`src/rtl/line_buf_writer.sv`:
```
// Fill controller for a single-bit line buffer RAM: an optional clear sweep,
// then (x, value) pixel writes accepted over valid/ready, ending in a line_done pulse.
module line_buf_writer #(
  parameter int unsigned WIDTH          = 480,
  parameter int unsigned AW             = 9,
  parameter bit          CLEAR_ON_START = 1'b1
) (
  input  logic          clk,
  input  logic          rst,
  input  logic          start,
  input  logic          px_valid,
  output logic          px_ready,
  input  logic [AW-1:0] px_x,
  input  logic          px_val,
  input  logic          px_last,
  output logic          ram_in,
  output logic [AW-1:0] ram_addr,
  output logic          ram_we,
  output logic          busy,
  output logic          line_done,
  output logic [7:0]    oob_count
);

  localparam logic [1:0] IDLE  = 2'd0;
  localparam logic [1:0] CLEAR = 2'd1;
  localparam logic [1:0] PLOT  = 2'd2;
  localparam logic [1:0] DONE  = 2'd3;

  localparam logic [AW-1:0] LAST_ADDR = AW'(WIDTH - 1);

  logic [1:0] state;
  logic       handshake;
  logic       in_range;

  assign handshake = px_valid & px_ready & (state == PLOT);
  assign in_range  = (32'(px_x) < WIDTH);

  // The clear sweep uses ram_addr itself as its counter.
  always_ff @(posedge clk or negedge rst) begin
    if (!rst) begin
      state     <= IDLE;
      ram_we    <= 1'b0;
      ram_in    <= 1'b0;
      ram_addr  <= '0;
      px_ready  <= 1'b0;
      busy      <= 1'b0;
      line_done <= 1'b0;
      oob_count <= 8'd0;
    end else begin
      line_done <= 1'b0;
      case (state)
        IDLE: begin
          ram_we <= 1'b0;
          if (start) begin
            busy      <= 1'b1;
            oob_count <= 8'd0;
            if (CLEAR_ON_START) begin
              state    <= CLEAR;
              ram_we   <= 1'b1;
              ram_in   <= 1'b0;
              ram_addr <= '0;
            end else begin
              state    <= PLOT;
              px_ready <= 1'b1;
            end
          end
        end
        CLEAR: begin
          if (ram_addr == LAST_ADDR) begin
            state    <= PLOT;
            ram_we   <= 1'b0;
            px_ready <= 1'b1;
          end else begin
            ram_addr <= ram_addr + 1'b1;
          end
        end
        PLOT: begin
          ram_we <= 1'b0;
          if (handshake) begin
            if (in_range) begin
              ram_we   <= 1'b1;
              ram_addr <= px_x;
              ram_in   <= px_val;
            end else if (oob_count != 8'hFF) begin
              oob_count <= oob_count + 8'd1;
            end
            // An out-of-range last pixel still closes the line.
            if (px_last) begin
              state    <= DONE;
              px_ready <= 1'b0;
            end
          end
        end
        DONE: begin
          ram_we    <= 1'b0;
          state     <= IDLE;
          busy      <= 1'b0;
          line_done <= 1'b1;
        end
        default: begin
          state <= IDLE;
        end
      endcase
    end
  end

endmodule

```
`config.mk`:
```
export PLATFORM = sky130hd
export DESIGN_NAME = line_buf_writer
export DESIGN_NICKNAME = d
export VERILOG_FILES = /design/src/rtl/line_buf_writer.sv
export SDC_FILE = /design/constraint.sdc
export NUM_CORES = 1
export LEC_CHECK = 0
export CORE_MARGIN = 2
export CORE_UTILIZATION = 50
export CTS_BUF_LIST = sky130_fd_sc_hd__clkbuf_2
export CTS_CLUSTER_SIZE = 14
export DETAILED_ROUTE_END_ITERATION = 6
export PLACE_DENSITY = 0.81
export SYNTH_ARGS = -nofsm -noshare
export SYNTH_HDL_FRONTEND = slang
export SYNTH_SLANG_ARGS = --single-unit
```
`constraint.sdc`:
```
create_clock -name clk -period 2.1 [get_ports clk]
set_input_delay 0.315 -clock clk [delete_from_list [all_inputs] [get_ports clk]]
set_output_delay 0.315 -clock clk [all_outputs]
set_load 0.05 [all_outputs]
```
Word-level counts from Yosys, hierarchy flattened
Index checks and enable logic that the tools add are counted.

storage, ports and cells
  flip-flop bits (word level) = 24
  bits of input ports = 15
  output and inout bits = 22
  word-level logic and storage cells = 68

operators by class
  mux-type cells = 31
  reductions and logical operators = 11
  magnitude comparators = 1
  bitwise logic cells = 2
  add/subtract/negate cells = 2
  equality and inequality tests = 13

operators by type and width
  operator             count
  $mux 9               4
  $mux 8               4
  $pmux 9 s3           1
  $pmux 8 s2           1
  $ne 2x2->1 const B   7
  $mux 1               12
  $reduce_and 4->1     3
  $reduce_and 5->1     2
  $add 9x1->9 const B  1
  $eq 9x9->1 const B   1
  $lt 9x9->1 const B   1
  $add 8x1->8 const B  1
  $mux 2               4
  $ne 8x8->1 const B   1
  $pmux 2 s4           1
  $pmux 1 s2           3
  $reduce_bool 2->1    3
  $eq 2x2->1 const B   2
  $pmux 1 s4           1
  $reduce_bool 3->1    1
  $and 1x1->1          2
  $eq 2x1->1 const B   1
  $logic_not 2->1      1
  $ne 2x1->1 const B   1
  $reduce_and 2->1     1

Logic depth before layout (Yosys ltp)
  word-level depth = 5
  depth in mapped cells = 8
  gate-level depth less buffers = 7

Worst setup path after synthesis
OpenSTA, ideal clock, no wires.

  path type = register to register
  from = register oob_count[0]
  to = register oob_count[6]
  required time = 2033 ps
  data arrival time = 1990 ps
  path buffers = 0
  period minus slack after synthesis = 2057 ps
  library setup time = 67 ps
  setup slack = 43 ps
  cell stages (with the launch flop) = 7
  cell sequence = dfrtp_1 ha_1 nand3_1 or3b_1 or4_1 nand2_1 a22o_1

on the way
  word-level cells in the longest chain between the ends = 5
  elaborated cells between the ends (all ways) = 8
  those cells by class = add/sub (1); eq/ne (2); mux (4); reduce/logical (1)

ends and longest elaborated chain
  what                    RTL line  source
  from (decl)             21        output logic [7:0] oob_count
  from (signal assigned)  85        oob_count <= oob_count + 8'd1;
  $add 8x1->8             85
  $mux 8                  84        end else if (oob_count != 8'hFF) begin
  $mux 8                  80        if (in_range) begin
  $mux 8                  79        if (handshake) begin
  $pmux 8 s2              51        case (state)

Several ways; a longest one is shown, not always the timed one. The select of a mux whose other input is x is not followed.
A chain may end at the register's enable or synchronous reset.

Worst setup path after layout
  from = register ram_addr[4]
  to = output ram_addr[4]

RTL lines
  what                    RTL line  source
  from (decl)             17        output logic [AW-1:0] ram_addr,
  from (signal assigned)  74        ram_addr <= ram_addr + 1'b1;
  from (signal assigned)  82        ram_addr <= px_x;

No word-level cell between the ends.

==> results.cfg <==
[placed_design]
place_ws_ps = 27.6
dpl.hpwl_um = 2770
portBuffers = 36
gp_congestion = 0.821

[timing]
slew_headroom_pct = 64.9
finalSetupViolCount = 0
fin_crit_ps = 2030
worst_pin_slew_ps = 524
skew_ps = 8.11
maxSlewViolCount = 0
hold_viol_final = 0
holdWs_ps = 298
finalWorstSetupSlack_ps = 69.4
clock.fmax_mhz = 492
period_share_pct = 96.7

[setup_path]
timing.rr.end = oob_count[6]$_DFFE_PN0P_
slowest_delay_ps = 850
endpoint = ram_addr[4]
ff2ff_setup_slack_ps = 100
cp-startpoint = ram_addr[4]$_DFFE_PN0P_
crit_path_start_kind = flip-flop
cp.arrival_ps = 1720
path_cells = clkdlybuf4s50_1
reg2reg_from = state[0]$_DFFE_PN0P_
cp_data_required_time_ps = 1780
worst_setup_path_end_kind = output port
r2r_cells = 7
path_buf_inv = 1
worstSetupPathDepth = 1
worst-path-max-fanout = 8
cp_slowest_cell = clkdlybuf4s50_1
critPathKind = flip-flop to output port
critical-path-top-delay-family = buffers and inverters

[finish]
fin_nets = 241
final_cell_mix = nand2_1, clkdlybuf4s50_1, dfrtp_1
fillers = 232
area_growth_pct = 37.4
drive_gt1_share_pct = 11.9
n_antenna_cell = 0

[detailed_routing]
drt_first_pass_iters = 5
drt-total-wl_um = 3840
wl_per_cell_um = 15.3
vias = 1497
drcViolationCount = 0
drt-vias-per-instance = 5.99
postRouteAntennaNets = 0
drtIter0Drc = 72

[clock_tree]
clk_pin_slew_ps = 240
htreeDepth = 1
clock_path_buffers = 2
cts_tree = done
cts-root-buf = clkbuf_2
cts_buffers = 3
worstSkewPairLatency_ps = 340
numClockSinks = 24

[global_routing]
grt_pass1_vias = 1395
grt_pass1_wl_um = 6290
grt_usage_pct = 23.8
grt-ovfl-total = 0
antenna_found_initial = 0
grt_max_degree = 25

[die]
core_um2 = 2780
start_util_pct = 52.8
die_x_um = 58.2
die-area_um2 = 3390
die_y_um = 58.2
rows = 19
num_io_pins = 37

[synthesis]
dominantRegCellSynth = dfrtp_1
synth_cell_type_count = 39
syn_area_um2 = 1470
avgSynthCellArea_um2 = 8.74
ys_seq_elements = 24
synth-edff-count = 0
ys_warn_count = 0
synth_nets = 189
async_flop_share_pct = 100
ys_seq_area_share_pct = 40.9
syn_inst = 168

[power_and_ir_drop]
powerDensity_nw_per_um2 = 344
p_leak_nw = 0.874
ir_worst_vdd_mv = 0.335

[outcome]
status = finished, final reports clean

[min_path]
hold_class = input port to asynchronous set/reset pin

[flow_run]
maxCapViolations = 0
[logic make-up after synthesis]
| family | Yosys count | synth area share [%] |
|---|---|---|
| mux | 2 | 1.53 |
| xor+xnor | 5 | 2.98 |
| buf+inv | 11 | 2.90 |
| compound gates | 46 | 21.8 |
| simple gates | 74 | 24.8 |
| flops | 24 | 40.9 |
| fa+ha+maj | 6 | 5.11 |
[flip-flops by register name (all words and copies together), names as in the netlist]
name       count
busy           1
line_done      1
oob_count      8
px_ready       1
ram_addr       9
ram_in         1
ram_we         1
state          2
[worst register-to-register path, cell delays in order (launching register included)]
cell and delay (ps):
dfrtp_1 450, inv_1 110, ha_1 240, nor2_1 110, a211o_1 360, or4_1 510, nand2_1 80, a22o_1 110
[where the power goes]
| part | internal, mW | switching [mW] | total [mW] |
|---|---|---|---|
| Sequential | 0.463 | 0 | 0.463 |
| Clock | 0.0414 | 0.142 | 0.184 |
| Combinational | 0.0273 | 0.0196 | 0.0469 |
| Total | 0.532 | 0.162 | 0.694 |
[metal layers]
layer,global-route usage (%),share of wire (%),vias to the layer above
met4,8.64,1.3,0
met2,39.8,51,39
li1,-,-,727
met3,2.23,3.3,6
met5,0,0,-
met1,32.1,45,725
[through the flow]
stage / std cells / cell area [um^2] / setup TNS, ps / total power, mW / util, %
floorplan: 168 / 1470 / 0 / 0.474 / -
global placement: 243 / 1950 / 0 / 0.517 / 70.0
detailed placement: 243 / 1950 / 0 / 0.518 / 70.0
CTS: 247 / 1960 / 0 / 0.703 / 70.6
global route: 250 / 2020 / -36.4 / 0.723 / 72.6
finish: 250 / 2020 / 0 / 0.694 / 72.6
[layout make-up]
type	instances	area, um^2	share of cell area, %
Timing Repair Buffer	52	488	24.2
Inverter	6	22.5	1.12
Multi-Input combinational cell	133	850	42.1
Clock inverter	1	3.75	0.186
Sequential cell	24	601	29.8
Clock buffer	3	15.0	0.744
Tap cell	31	38.8	1.92
[what timing repair did]
| action | CTS | global route |
|---|---|---|
| hold buffers | 0 | 0 |
| buffers inserted | 0 | 3 |
| gates resized for setup | 0 | 7 |
| setup endpoints to repair | 0 | 11 |
[synth_stat cells, types with 2 or more instances]
cell type / n / area, um^2
o211ai_1: 2 / 15.0
xnor2_1: 4 / 35.0
mux2_2: 2 / 22.5
o21ai_0: 15 / 75.1
clkbuf_1: 4 / 15.0
a21oi_1: 4 / 20.0
ha_1: 6 / 75.1
nand4_1: 5 / 31.3
nand3_1: 13 / 65.1
o41ai_1: 2 / 17.5
inv_1: 6 / 22.5
and4_1: 2 / 17.5
a31oi_1: 2 / 12.5
and4b_1: 2 / 20.0
o311ai_0: 3 / 26.3
nor4b_1: 2 / 17.5
a22oi_1: 2 / 15.0
a22o_1: 7 / 61.3
dfrtp_1: 24 / 601
nand2_1: 33 / 124
nor2_1: 10 / 37.5
[worst min path at each step]
stage	slack, ps	end	from
finish	300	ram_addr[4]$_DFFE_PN0P_	rst
global route	280	ram_addr[0]$_DFFE_PN0P_	rst
CTS	290	ram_addr[4]$_DFFE_PN0P_	rst
detailed placement	490	ram_we$_DFFE_PN0P_	ram_we$_DFFE_PN0P_
global placement	480	ram_we$_DFFE_PN0P_	ram_we$_DFFE_PN0P_
floorplan	20	busy$_DFFE_PN0P_	rst
Power figures use the tool's default switching activity.
